### src/rtl/macro_hub_pkg.sv
// macro_hub_pkg: shared types and constants for the macro select hub.
//   fsm_state_t  - Wishbone access FSM states
//   *_OFF        - CSR offsets within the hub page (adr[7:0])
//   CTRL_EN_BIT  - enable bit position in CTRL
//   ERR_DATA_DEF - default read data returned with an error ack
package macro_hub_pkg;

    typedef enum logic [1:0] {
        IDLE,
        CSR_ACK,
        FWD,
        ERR_ACK
    } fsm_state_t;

    localparam logic [7:0]  CTRL_OFF     = 8'h00;
    localparam logic [7:0]  STATUS_OFF   = 8'h04;
    localparam logic [7:0]  TOCLR_OFF    = 8'h08;
    localparam int          CTRL_EN_BIT  = 31;
    localparam logic [31:0] ERR_DATA_DEF = 32'hDEAD_BEEF;

endpackage

### src/rtl/macro_hub_mux.sv
// macro_hub_mux: registered N:1 one-hot mux with a force-safe override.
//   clk, rst_n  - clock, synchronous active-low reset (output -> SAFE)
//   force_safe  - drive SAFE instead of the selected lane
//   sel_oh      - one-hot lane select
//   din         - per-lane data, lane k at din[k]
//   dout        - registered output, 1 cycle latency
module macro_hub_mux #(
    parameter int           N    = 4,
    parameter int           W    = 8,
    parameter logic [W-1:0] SAFE = '0
) (
    input  logic                clk,
    input  logic                rst_n,
    input  logic                force_safe,
    input  logic [N-1:0]        sel_oh,
    input  logic [N-1:0][W-1:0] din,
    output logic [W-1:0]        dout
);

    logic [W-1:0] pick;

    always_comb begin
        pick = '0;
        for (int k = 0; k < N; k++)
            if (sel_oh[k]) pick |= din[k];
    end

    always_ff @(posedge clk) begin
        if (!rst_n)          dout <= SAFE;
        else if (force_safe) dout <= SAFE;
        else                 dout <= pick;
    end

endmodule

### src/rtl/macro_select_hub.sv
// macro_select_hub: lets N user macros share one Caravel user-area interface.
//   wb_clk_i, wb_rst_n_i         - clock, synchronous active-low reset
//   wbs_*                        - Wishbone slave from the host
//   m_active                     - one-hot enable to the selected macro
//   m_wbs_stb / m_wbs_ack / m_wbs_dat - per-macro Wishbone strobe/ack/read data
//   m_io_out, m_io_oeb, m_la_data_out, m_irq - per-macro drive, flattened
//   io_out, io_oeb, la_data_out, user_irq    - muxed, registered pad drive
// CSR page at CSR_BASE: CTRL (SEL, EN), STATUS (TOCNT, gap), TOCLR.
module macro_select_hub
    import macro_hub_pkg::*;
#(
    parameter int          N_MACROS = 4,
    parameter int          SEL_W    = $clog2(N_MACROS),
    parameter logic [31:0] CSR_BASE = 32'h3000_0000,
    parameter int          TIMEOUT  = 64,
    parameter int          GAP      = 4,
    parameter logic [31:0] ERR_DATA = ERR_DATA_DEF
) (
    input  logic                      wb_clk_i,
    input  logic                      wb_rst_n_i,
    input  logic                      wbs_stb_i,
    input  logic                      wbs_cyc_i,
    input  logic                      wbs_we_i,
    input  logic [3:0]                wbs_sel_i,
    input  logic [31:0]               wbs_adr_i,
    input  logic [31:0]               wbs_dat_i,
    output logic                      wbs_ack_o,
    output logic [31:0]               wbs_dat_o,
    output logic [N_MACROS-1:0]       m_active,
    output logic [N_MACROS-1:0]       m_wbs_stb,
    input  logic [N_MACROS-1:0]       m_wbs_ack,
    input  logic [32*N_MACROS-1:0]    m_wbs_dat,
    input  logic [38*N_MACROS-1:0]    m_io_out,
    input  logic [38*N_MACROS-1:0]    m_io_oeb,
    input  logic [128*N_MACROS-1:0]   m_la_data_out,
    input  logic [3*N_MACROS-1:0]     m_irq,
    output logic [37:0]               io_out,
    output logic [37:0]               io_oeb,
    output logic [127:0]              la_data_out,
    output logic [2:0]                user_irq
);

    localparam int               TO_W     = $clog2(TIMEOUT + 1);
    localparam int               GAP_W    = $clog2(GAP + 1);
    localparam logic [SEL_W-1:0] SEL_MAX  = SEL_W'(N_MACROS - 1);
    localparam logic [7:0]       SEL_MAX8 = 8'(N_MACROS - 1);

    fsm_state_t                    state;
    logic [SEL_W-1:0]              sel_q;
    logic                          en_q;
    logic [15:0]                   tocnt;
    logic [GAP_W-1:0]              gap_cnt;
    logic [TO_W-1:0]               wait_cnt;

    logic                          gap_active, is_csr, req;
    logic [7:0]                    off;
    logic [N_MACROS-1:0]           sel_oh;
    logic [N_MACROS-1:0][31:0]     m_dat_arr;
    logic [31:0]                   csr_rdata;
    logic [7:0]                    wr_sel_byte;
    logic                          wr_en;
    logic [SEL_W-1:0]              new_sel;
    logic                          ctrl_wr, ctrl_change, force_safe;
    logic                          unused_bits;

    assign gap_active = (gap_cnt != '0);
    assign off        = wbs_adr_i[7:0];
    assign is_csr     = (wbs_adr_i[31:8] == CSR_BASE[31:8]);
    assign req        = wbs_stb_i & wbs_cyc_i;
    assign m_dat_arr  = m_wbs_dat;
    assign m_active   = (en_q && !gap_active) ? sel_oh : '0;

    // Only bytes 0 (SEL) and 3 (EN) of CTRL carry state.
    assign unused_bits = ^{wbs_dat_i[30:8], wbs_sel_i[2:1]};

    always_comb begin
        sel_oh        = '0;
        sel_oh[sel_q] = 1'b1;
    end

    always_comb begin
        csr_rdata = '0;
        case (off)
            CTRL_OFF: begin
                csr_rdata[SEL_W-1:0]  = sel_q;
                csr_rdata[CTRL_EN_BIT] = en_q;
            end
            STATUS_OFF: csr_rdata = {15'b0, gap_active, tocnt};
            default:    csr_rdata = '0;
        endcase
    end

    // The whole low byte is compared so out-of-range SEL writes saturate
    // to the last macro instead of wrapping inside the SEL_W field.
    assign wr_sel_byte = wbs_sel_i[0] ? wbs_dat_i[7:0] : 8'(sel_q);
    assign wr_en       = wbs_sel_i[3] ? wbs_dat_i[CTRL_EN_BIT] : en_q;
    assign new_sel     = (wr_sel_byte > SEL_MAX8) ? SEL_MAX : wr_sel_byte[SEL_W-1:0];

    assign ctrl_wr     = (state == CSR_ACK) && wbs_cyc_i && wbs_we_i && (off == CTRL_OFF);
    assign ctrl_change = ctrl_wr && ((new_sel != sel_q) || (wr_en != en_q));

    // Including ctrl_change makes the pads go safe on the same edge the
    // new selection commits, so the old macro never overlaps the new one.
    assign force_safe  = !en_q || gap_active || ctrl_change;

    always_ff @(posedge wb_clk_i) begin
        if (!wb_rst_n_i) begin
            state     <= IDLE;
            sel_q     <= '0;
            en_q      <= 1'b0;
            tocnt     <= '0;
            gap_cnt   <= '0;
            wait_cnt  <= '0;
            wbs_ack_o <= 1'b0;
            wbs_dat_o <= '0;
            m_wbs_stb <= '0;
        end else begin
            wbs_ack_o <= 1'b0;
            wbs_dat_o <= '0;
            if (gap_active) gap_cnt <= gap_cnt - 1'b1;
            if (ctrl_change) begin
                sel_q   <= new_sel;
                en_q    <= wr_en;
                gap_cnt <= GAP_W'(GAP);
            end
            case (state)
                IDLE: begin
                    // Skip the ack cycle: the host still holds stb while it
                    // samples the ack, which must not start a new access.
                    if (req && !wbs_ack_o) begin
                        wait_cnt <= '0;
                        if (is_csr)
                            state <= CSR_ACK;
                        else if (en_q && !gap_active) begin
                            state     <= FWD;
                            m_wbs_stb <= sel_oh;
                        end else
                            state <= ERR_ACK;
                    end
                end
                CSR_ACK: begin
                    state <= IDLE;
                    if (wbs_cyc_i) begin
                        wbs_ack_o <= 1'b1;
                        wbs_dat_o <= csr_rdata;
                        if (wbs_we_i && off == TOCLR_OFF) tocnt <= '0;
                    end
                end
                FWD: begin
                    if (!wbs_cyc_i) begin
                        state     <= IDLE;
                        m_wbs_stb <= '0;
                    end else if (m_wbs_ack[sel_q]) begin
                        state     <= IDLE;
                        m_wbs_stb <= '0;
                        wbs_ack_o <= 1'b1;
                        wbs_dat_o <= m_dat_arr[sel_q];
                    end else if (wait_cnt == TO_W'(TIMEOUT - 1)) begin
                        state     <= ERR_ACK;
                        m_wbs_stb <= '0;
                        if (tocnt != 16'hFFFF) tocnt <= tocnt + 16'd1;
                    end else
                        wait_cnt <= wait_cnt + 1'b1;
                end
                ERR_ACK: begin
                    state <= IDLE;
                    if (wbs_cyc_i) begin
                        wbs_ack_o <= 1'b1;
                        wbs_dat_o <= ERR_DATA;
                    end
                end
                default: state <= IDLE;
            endcase
        end
    end

    macro_hub_mux #(.N(N_MACROS), .W(38), .SAFE('0)) u_mux_io_out (
        .clk(wb_clk_i), .rst_n(wb_rst_n_i), .force_safe(force_safe),
        .sel_oh(sel_oh), .din(m_io_out), .dout(io_out)
    );

    macro_hub_mux #(.N(N_MACROS), .W(38), .SAFE('1)) u_mux_io_oeb (
        .clk(wb_clk_i), .rst_n(wb_rst_n_i), .force_safe(force_safe),
        .sel_oh(sel_oh), .din(m_io_oeb), .dout(io_oeb)
    );

    macro_hub_mux #(.N(N_MACROS), .W(128), .SAFE('0)) u_mux_la (
        .clk(wb_clk_i), .rst_n(wb_rst_n_i), .force_safe(force_safe),
        .sel_oh(sel_oh), .din(m_la_data_out), .dout(la_data_out)
    );

    macro_hub_mux #(.N(N_MACROS), .W(3), .SAFE('0)) u_mux_irq (
        .clk(wb_clk_i), .rst_n(wb_rst_n_i), .force_safe(force_safe),
        .sel_oh(sel_oh), .din(m_irq), .dout(user_irq)
    );

endmodule

### config.mk
export PLATFORM = sky130hd
export DESIGN_NAME = macro_select_hub
export DESIGN_NICKNAME = d
export VERILOG_FILES = /design/src/rtl/macro_hub_pkg.sv /design/src/rtl/macro_hub_mux.sv /design/src/rtl/macro_select_hub.sv
export SDC_FILE = /design/constraint.sdc
export NUM_CORES = 1
export LEC_CHECK = 0
export CAP_MARGIN = 0
export CORE_AREA = 2 2 505 507
export CTS_CLUSTER_DIAMETER = 50
export DETAILED_ROUTE_END_ITERATION = 16
export DIE_AREA = 0 0 507 509
export PLACE_DENSITY = 0.3
export SETUP_SLACK_MARGIN = 0.3
export SYNTH_ARGS = -nofsm -noshare
export SYNTH_HDL_FRONTEND = slang
export SYNTH_SLANG_ARGS = --single-unit
### constraint.sdc
create_clock -name wb_clk_i -period 3 [get_ports wb_clk_i]
set_clock_uncertainty 0.05 [all_clocks]
set_input_delay 0.6 -clock wb_clk_i [delete_from_list [all_inputs] [get_ports wb_clk_i]]
set_output_delay 0.6 -clock wb_clk_i [all_outputs]
set_load 0.01 [all_outputs]
==> metrics, run 1 <==
initial antenna violation count=188; Final #Nets=3468; Peak VDD IR=0.3668 mV; Layout area overhead=138.0%; Max Cap Violations=0; final core utilization=13.65%; Final HPWL DP=151.5 mm; Tcrit/Tclk final=84.44%; sequential area share after synthesis=37.98%; worst slew margin relative to its limit=46.38%; status=completed; Core ar.=252800 µm²; final hold violations=0; H-tree lvl count=3; cts bufs inserted=76; Peak Freq=394.7 MHz; global-route wire length before repair=207.6 mm; CP max FO=5; worst min-delay path category=register to register; DRT Pass-1 Iters=5; number of DRC violations after detailed-routing iteration 0=720; Worst setup EP type=primary output; Syn Nets=2171; Worst-path clk slew=50 ps; # IOs=1281; placed cells=5718; Post-Route Setup TNS=0 ps; RSZ-0062 raised after global routing=true; post-layout power=14.53 mW; Reg2Reg Setup Slack=630 ps; leak pwr=11.67 nW; FFs w/ async S/R, synth=0%; Residual DRC=0; reg2reg path depth=4; fraction of layout cells with a size suffix above 1=19.73%; Max Transition Viols Final=0; Via density=2.866; Die H=509 µm; number of global-route vias before repair=17880; prevailing post-synth register cell=dfxtp_1; post-CTS setup buffer count=0; die area=258100 µm²; row count=185; Final min period=2533 ps; Port Buffers=1255; TritonCTS clock tree=yes; count of cell types in the netlist=54; pin count of the biggest net entering global routing=85; CTS Buffer Depth=3; GRT overflow=0; hold depth=2; Root Buffer=clkbuf_16; worst r2r src=sel_q[0]; syn_area_per_cell=12.79 µm²; crit path launch type=register; vias=16910; Worst EP required=2350 ps; post-synthesis register bit count=275; gr usage total=12.74%; worst hold margin=415.7 ps; Post-synth EDFFs=0; CP arrival=1880 ps; final cell count without fillers=5900; post-route ant nets=0; Mapped Cells=1133; clock sinks=275; HP Start=wait_cnt[6]; WS Path Type=register to primary output; PwrDens=421.1 nW/µm²; Cell Area, Synth=14500 µm²; total detailed-routing wirelength=170.3 mm; Final Setup Violations=0; Die Wd=507 µm; drt wl/cell=28.87 µm; Hold Buf Count CTS=0; Syn. warnings=0; routability cong.=0.7755; Worst-Skew Late Latency=660 ps; Initial Util=5.735%; Worst Tran Pin Value=804.3 ps; CP startpoint=gap_cnt[0]
-- placed cells by master (no fill, tap or decap), types with 9 or more instances in the layout --
master           count
a21oi_1             29
a221oi_1            12
and3_1             175
buf_12              23
buf_4               70
bufinv_16           11
clkbuf_16           77
clkbuf_8             9
clkdlybuf4s50_1   1233
clkinv_2            10
clkinvlp_4          10
dfxtp_1            273
diode_2             45
dlygate4sd2_1       11
inv_1               20
mux4_2             240
nand2_1             19
nand3_1             13
nand4_1             10
nor2_1              33
o21ai_0             14
or3_1               42
-- power by group --
part / total (mW) / switching, mW / internal [mW]
registers: 3.72 / 0.0307 / 3.69
clock network: 8.73 / 2.87 / 5.86
logic: 2.08 / 0.597 / 1.48
total: 14.5 / 3.50 / 11.0
-- final cells by class --
cell class,count,area [µm²]
Inverter,20,75.07
Clock inverter,43,583.1
Fill cell,28460,218300
Clock buffer,94,2081
Timing Repair Buffer,1338,13430
Multi-Input combinational cell,719,8488
Antenna cell,45,112.6
Tap cell,3366,4212
Sequential cell,275,5513
-- layer usage --
| metal | GRT usage, % | vias to the layer above | wire (µm) | part of all wire [%] |
|---|---|---|---|---|
| li1 | - | 7230 | - | - |
| met1 | 13.44 | 8091 | 62220 | 37 |
| met2 | 22.01 | 1152 | 82260 | 48 |
| met3 | 7.564 | 337 | 21800 | 13 |
| met4 | 2.027 | 100 | 3377 | 2.0 |
| met5 | 0 | - | 647 | 0.38 |
-- metrics by stage --
step	instance area [µm²]	setup WS (ps)
after floorplan	14500	591.2
after global placement	31710	-81.86
after detailed placement	31710	-93.59
after CTS	34380	271.3
after global routing	34400	301.3
final	34500	466.7
-- synth_stat cells (4+ instances only) --
library cell	instances	area share (%)
and2_1	6	0.26
nor4_1	7	0.30
clkbuf_1	85	2.2
o21a_1	5	0.26
o21ai_0	14	0.48
and3_1	175	7.6
mux4_2	240	37
nand3_1	13	0.45
a221oi_1	12	0.73
inv_1	20	0.52
buf_1	12	0.31
nand2b_1	6	0.26
or4_1	8	0.41
nor4b_1	5	0.30
dfxtp_1	275	38
nor3_1	8	0.28
nor2_1	39	1.0
xnor2_1	4	0.24
nand2_1	21	0.54
o31ai_1	8	0.41
a21oi_1	29	1.0
nand4_1	10	0.43
a22oi_1	4	0.21
ha_1	5	0.43
buf_2	16	0.55
or3_1	42	1.8
o2bb2ai_1	7	0.42
nor2b_1	7	0.30
-- critical path, cell delays in order (launching register included) --
cell and delay (ps):
dfxtp_1 310, inv_1 60, ha_1 170, ha_2 210
nand2_4 100, nor2_4 190, buf_4 190
-- flip-flops by register name, indices dropped and copies added, names as in the netlist, 2 cells and up --
| name | count |
|---|---|
| u_mux_io_out.dout | 38 |
| u_mux_la.dout | 128 |
| u_mux_irq.dout | 3 |
| gap_cnt | 3 |
| u_mux_io_oeb.dout | 38 |
| sel_q | 2 |
| state | 2 |
| m_wbs_stb | 4 |
| tocnt | 16 |
| wbs_dat_o | 32 |
| wait_cnt | 7 |
-- timing repair --
action | in CTS | in global routing
resized for setup | 43 | 2
pin swaps | 1 | 1
setup endpoints to repair | 15 | 3
-- final timing paths --
| kind | endpoint |
|---|---|
| worst max-delay path | m_active[3] |
| worst min register to register | wait_cnt[6] |
| worst max register to register | tocnt[9] |
| worst min-delay path | wait_cnt[6] |
-- cell families after synthesis --
| kind of cell | Yosys count | share of synthesized area (%) |
|---|---|---|
| multiplexers | 245 | 37.65 |
| XOR/XNOR | 6 | 0.3625 |
| buffers and inverters | 139 | 3.927 |
| AND/OR/NAND/NOR | 364 | 15.02 |
| AO/OA/AOI/OAI | 99 | 4.635 |
| adder cells (fa/ha/maj) | 5 | 0.4316 |
| flip-flops | 275 | 37.98 |
Power figures use the tool's default switching activity.
==> run 2: changes to the inputs <==
--- a/config.mk
+++ b/config.mk
@@ -6,11 +6,11 @@
 export NUM_CORES = 1
 export LEC_CHECK = 0
 export CAP_MARGIN = 0
-export CORE_AREA = 2 2 505 507
+export CORE_AREA = 2 2 500 502
 export CTS_CLUSTER_DIAMETER = 50
 export DETAILED_ROUTE_END_ITERATION = 16
-export DIE_AREA = 0 0 507 509
-export PLACE_DENSITY = 0.3
+export DIE_AREA = 0 0 502 504
+export PLACE_DENSITY = 0.31
 export SETUP_SLACK_MARGIN = 0.3
 export SYNTH_ARGS = -nofsm -noshare
 export SYNTH_HDL_FRONTEND = slang
==> constraint.sdc (replaced) <==
create_clock -name wb_clk_i -period 2.2 [get_ports wb_clk_i]
set_clock_uncertainty 0.05 [all_clocks]
set_input_delay 0.44 -clock wb_clk_i [delete_from_list [all_inputs] [get_ports wb_clk_i]]
set_output_delay 0.44 -clock wb_clk_i [all_outputs]
set_load 0.01 [all_outputs]
==> run 2 against run 1 <==
- the flow now finishes with violations (negative setup slack)
- cell count up 3.6%
- critical path depth up 6
- worst hold slack worse by 85 ps
- worst setup slack worse by 570 ps
- utilization up 2.4 points
- sequential power up 36%
- power up 38%
- sequential share of layout area down 2.1 points
- combinational power up 62%
- critical endpoint is now u_mux_la.dout[69]
- largest cell class unchanged
==> metrics, run 2 (synthesis results as in run 1) <==
status=finished, violations left; failing checks=negative setup slack; Final #Nets=3704 (+6.8%); CP arrival=2820 ps (+940 ps); crit path launch type=input pin; register with the most flip-flops=u_mux_la.dout; initial antenna violation count=225 (+20%); most frequent cells in the layout=999 x clkdlybuf4s50_1, 260 x dfxtp_1, 240 x mux4_2; number of DRC violations after detailed-routing iteration 0=1003 (+39%); Residual DRC=0 (unchanged); top flop regs=u_mux_la.dout (128), u_mux_io_oeb.dout (38), u_mux_io_out.dout (38); TritonCTS clock tree=yes; Final min period=2303 ps; most common cell after layout, fill and taps aside=clkdlybuf4s50_1; CP max FO=7 (+2); worst setup margin=-102.9 ps (-569.6 ps); total detailed-routing wirelength=208.8 mm (+23%); reg-to-reg critical path endpoint=u_mux_io_oeb.dout[1]; post-place instance area=32360 µm² (+2.1%); CP startpoint=wbs_dat_i[6]; Final HPWL DP=170.8 mm (+13%); Max Transition Viols Final=0 (unchanged); # IOs=1281 (unchanged); Final Setup Violations=94 (+94); Root Buffer=clkbuf_16; Worst-path clk slew=50 ps (about the same); fillcell total=27570 (-3.1%); Worst Tran Pin Value=449.3 ps (-355.0 ps); critical path capture point=u_mux_la.dout[69]; multi-input logic area=9502 µm² (+12%); max reg flops=128 (unchanged); Core ar.=247500 µm² (-2.1%); Die H=504 µm (-0.98%); number of global-route vias before repair=19350 (+8.3%); die area=253000 µm² (-2.0%); gr usage total=15.71% (+3.0 points); Initial Util=5.857% (+0.12 points); CTS Buffer Depth=3 (unchanged); Peak VDD IR=0.4987 mV (+36%); worst hold margin=330.4 ps (-85.29 ps); clock sinks=275 (unchanged); Hold Buf Count CTS=0 (unchanged); Reg area=5529 µm² (+0.29%); reg2reg path depth=9 (+5); WS Path Type=input pin to register; routability cong.=0.8687 (+12%); post-layout power=20.06 mW (+38%); Post-Route Setup TNS=-3501 ps (-3501 ps); Max Cap Violations=0 (unchanged); drt wl/cell=34.16 µm (+18%); worst slew margin relative to its limit=69.98% (+24 points); Peak Freq=434.2 MHz; H-tree lvl count=3 (unchanged); fraction of layout cells with a size suffix above 1=36.32% (+17 points); Reg2Reg Setup Slack=-50 ps (-680 ps); Tcrit/Tclk final=104.7%; Layout area overhead=174.2%; DRT Pass-1 Iters=5 (unchanged); Die Wd=502 µm (-0.99%); GRT overflow=0 (unchanged); worst r2r src=sel_q[1]; leak pwr=14.97 nW (+28%); Worst-Skew Late Latency=680 ps (+20 ps); row count=183 (-1.1%); worst min-delay path category=input pin to register; Port Buffers=1255 (unchanged); Worst setup EP type=register; Worst EP required=2720 ps (+370 ps); cts bufs inserted=74 (-2.6%); pin count of the biggest net entering global routing=46 (-46%); final hold violations=0 (unchanged); vias=18660 (+10%); post-route ant nets=0 (unchanged); global-route wire length before repair=247.9 mm (+19%); final instance area=39740 µm² (+15%); PwrDens=504.8 nW/µm² (+20%); Via density=3.052 (+6.5%); RSZ-0062 raised after global routing=true
-- run 2: changes by cell type in the layout (fill, tap and decap cells not counted), moves of 51 or more --
cell	previous run	this run
buf_12	23	75
and3_1	175	122
clkdlybuf4s50_1	1233	999
and3_4	1	54
clkdlybuf4s15_2	0	51
buf_6	0	52
buf_16	0	62
dlymetal6s2s_1	0	75
-- run 2: how the worst min path moves through the flow --
stage / depth (start not counted) / startpoint / end
2_1_floorplan: 2 / wait_cnt[6] / wait_cnt[6]
3_3_place_gp: 1 / m_wbs_stb[0] / m_wbs_stb[0]
3_5_place_dp: 1 / m_wbs_stb[2] / m_wbs_stb[2]
4_1_cts: 5 / wbs_dat_i[3] / sel_q[1]
5_1_grt: 5 / wbs_dat_i[5] / sel_q[1]
6_report: 5 / wbs_dat_i[5] / sel_q[1]
-- run 2: metrics by stage --
step / cells / utilization (%) / setup WS (ps)
floorplan: 1133 / - / -36.10
global placement: 5750 / 13.07 / -834.4
detailed placement: 5750 / 13.07 / -822.6
CTS: 6015 / 15.39 / -135.5
global route: 6078 / 16.02 / -140.2
finish: 6112 / 16.06 / -102.9
-- run 2: worst max-delay path, stage by stage --
cell             delay [ps]
clkdlybuf4s50_1         530
nor4b_4                 380
and3_4                  230
a211o_1                 180
o21ai_4                  80
buf_12                  140
buf_12                  130
buf_16                  150
buf_8                   150
buf_6                   110
buf_12                  120
and3_1                  140
-- run 2: report_power, final --
part	internal [mW]	switching (mW)	total, mW	leakage [nW]
logic	2.23	1.14	3.36	11.5
registers	5.03	0.0202	5.05	2.22
clock network	7.56	4.09	11.6	1.25
-- run 2: cell type report --
type	instances	area share, %
Antenna cell	56	0.3526
Clock buffer	94	5.053
Clock inverter	42	1.429
Inverter	20	0.2204
Multi-Input combinational cell	720	23.91
Sequential cell	275	13.91
Tap cell	3330	10.48
Timing Repair Buffer	1575	44.64
-- run 2: what timing repair did --
| action | CTS | global route |
|---|---|---|
| setup endpoints to repair | 501 | 352 |
| pin swaps | 119 | 92 |
| endpoints found under the hold margin | 0 | 0 |
| cloned | 45 | 14 |
| setup buffers | 84 | 27 |
| gates resized for setup | 735 | 234 |
-- run 2: layer usage --
layer | track usage (%) | routed length [µm] | vias to the layer above
met5 | 0 | 680 | -
met4 | 4.721 | 7741 | 106
met2 | 25.61 | 95820 | 1278
met3 | 8.098 | 24050 | 465
li1 | - | - | 7743
met1 | 17.68 | 80500 | 9064
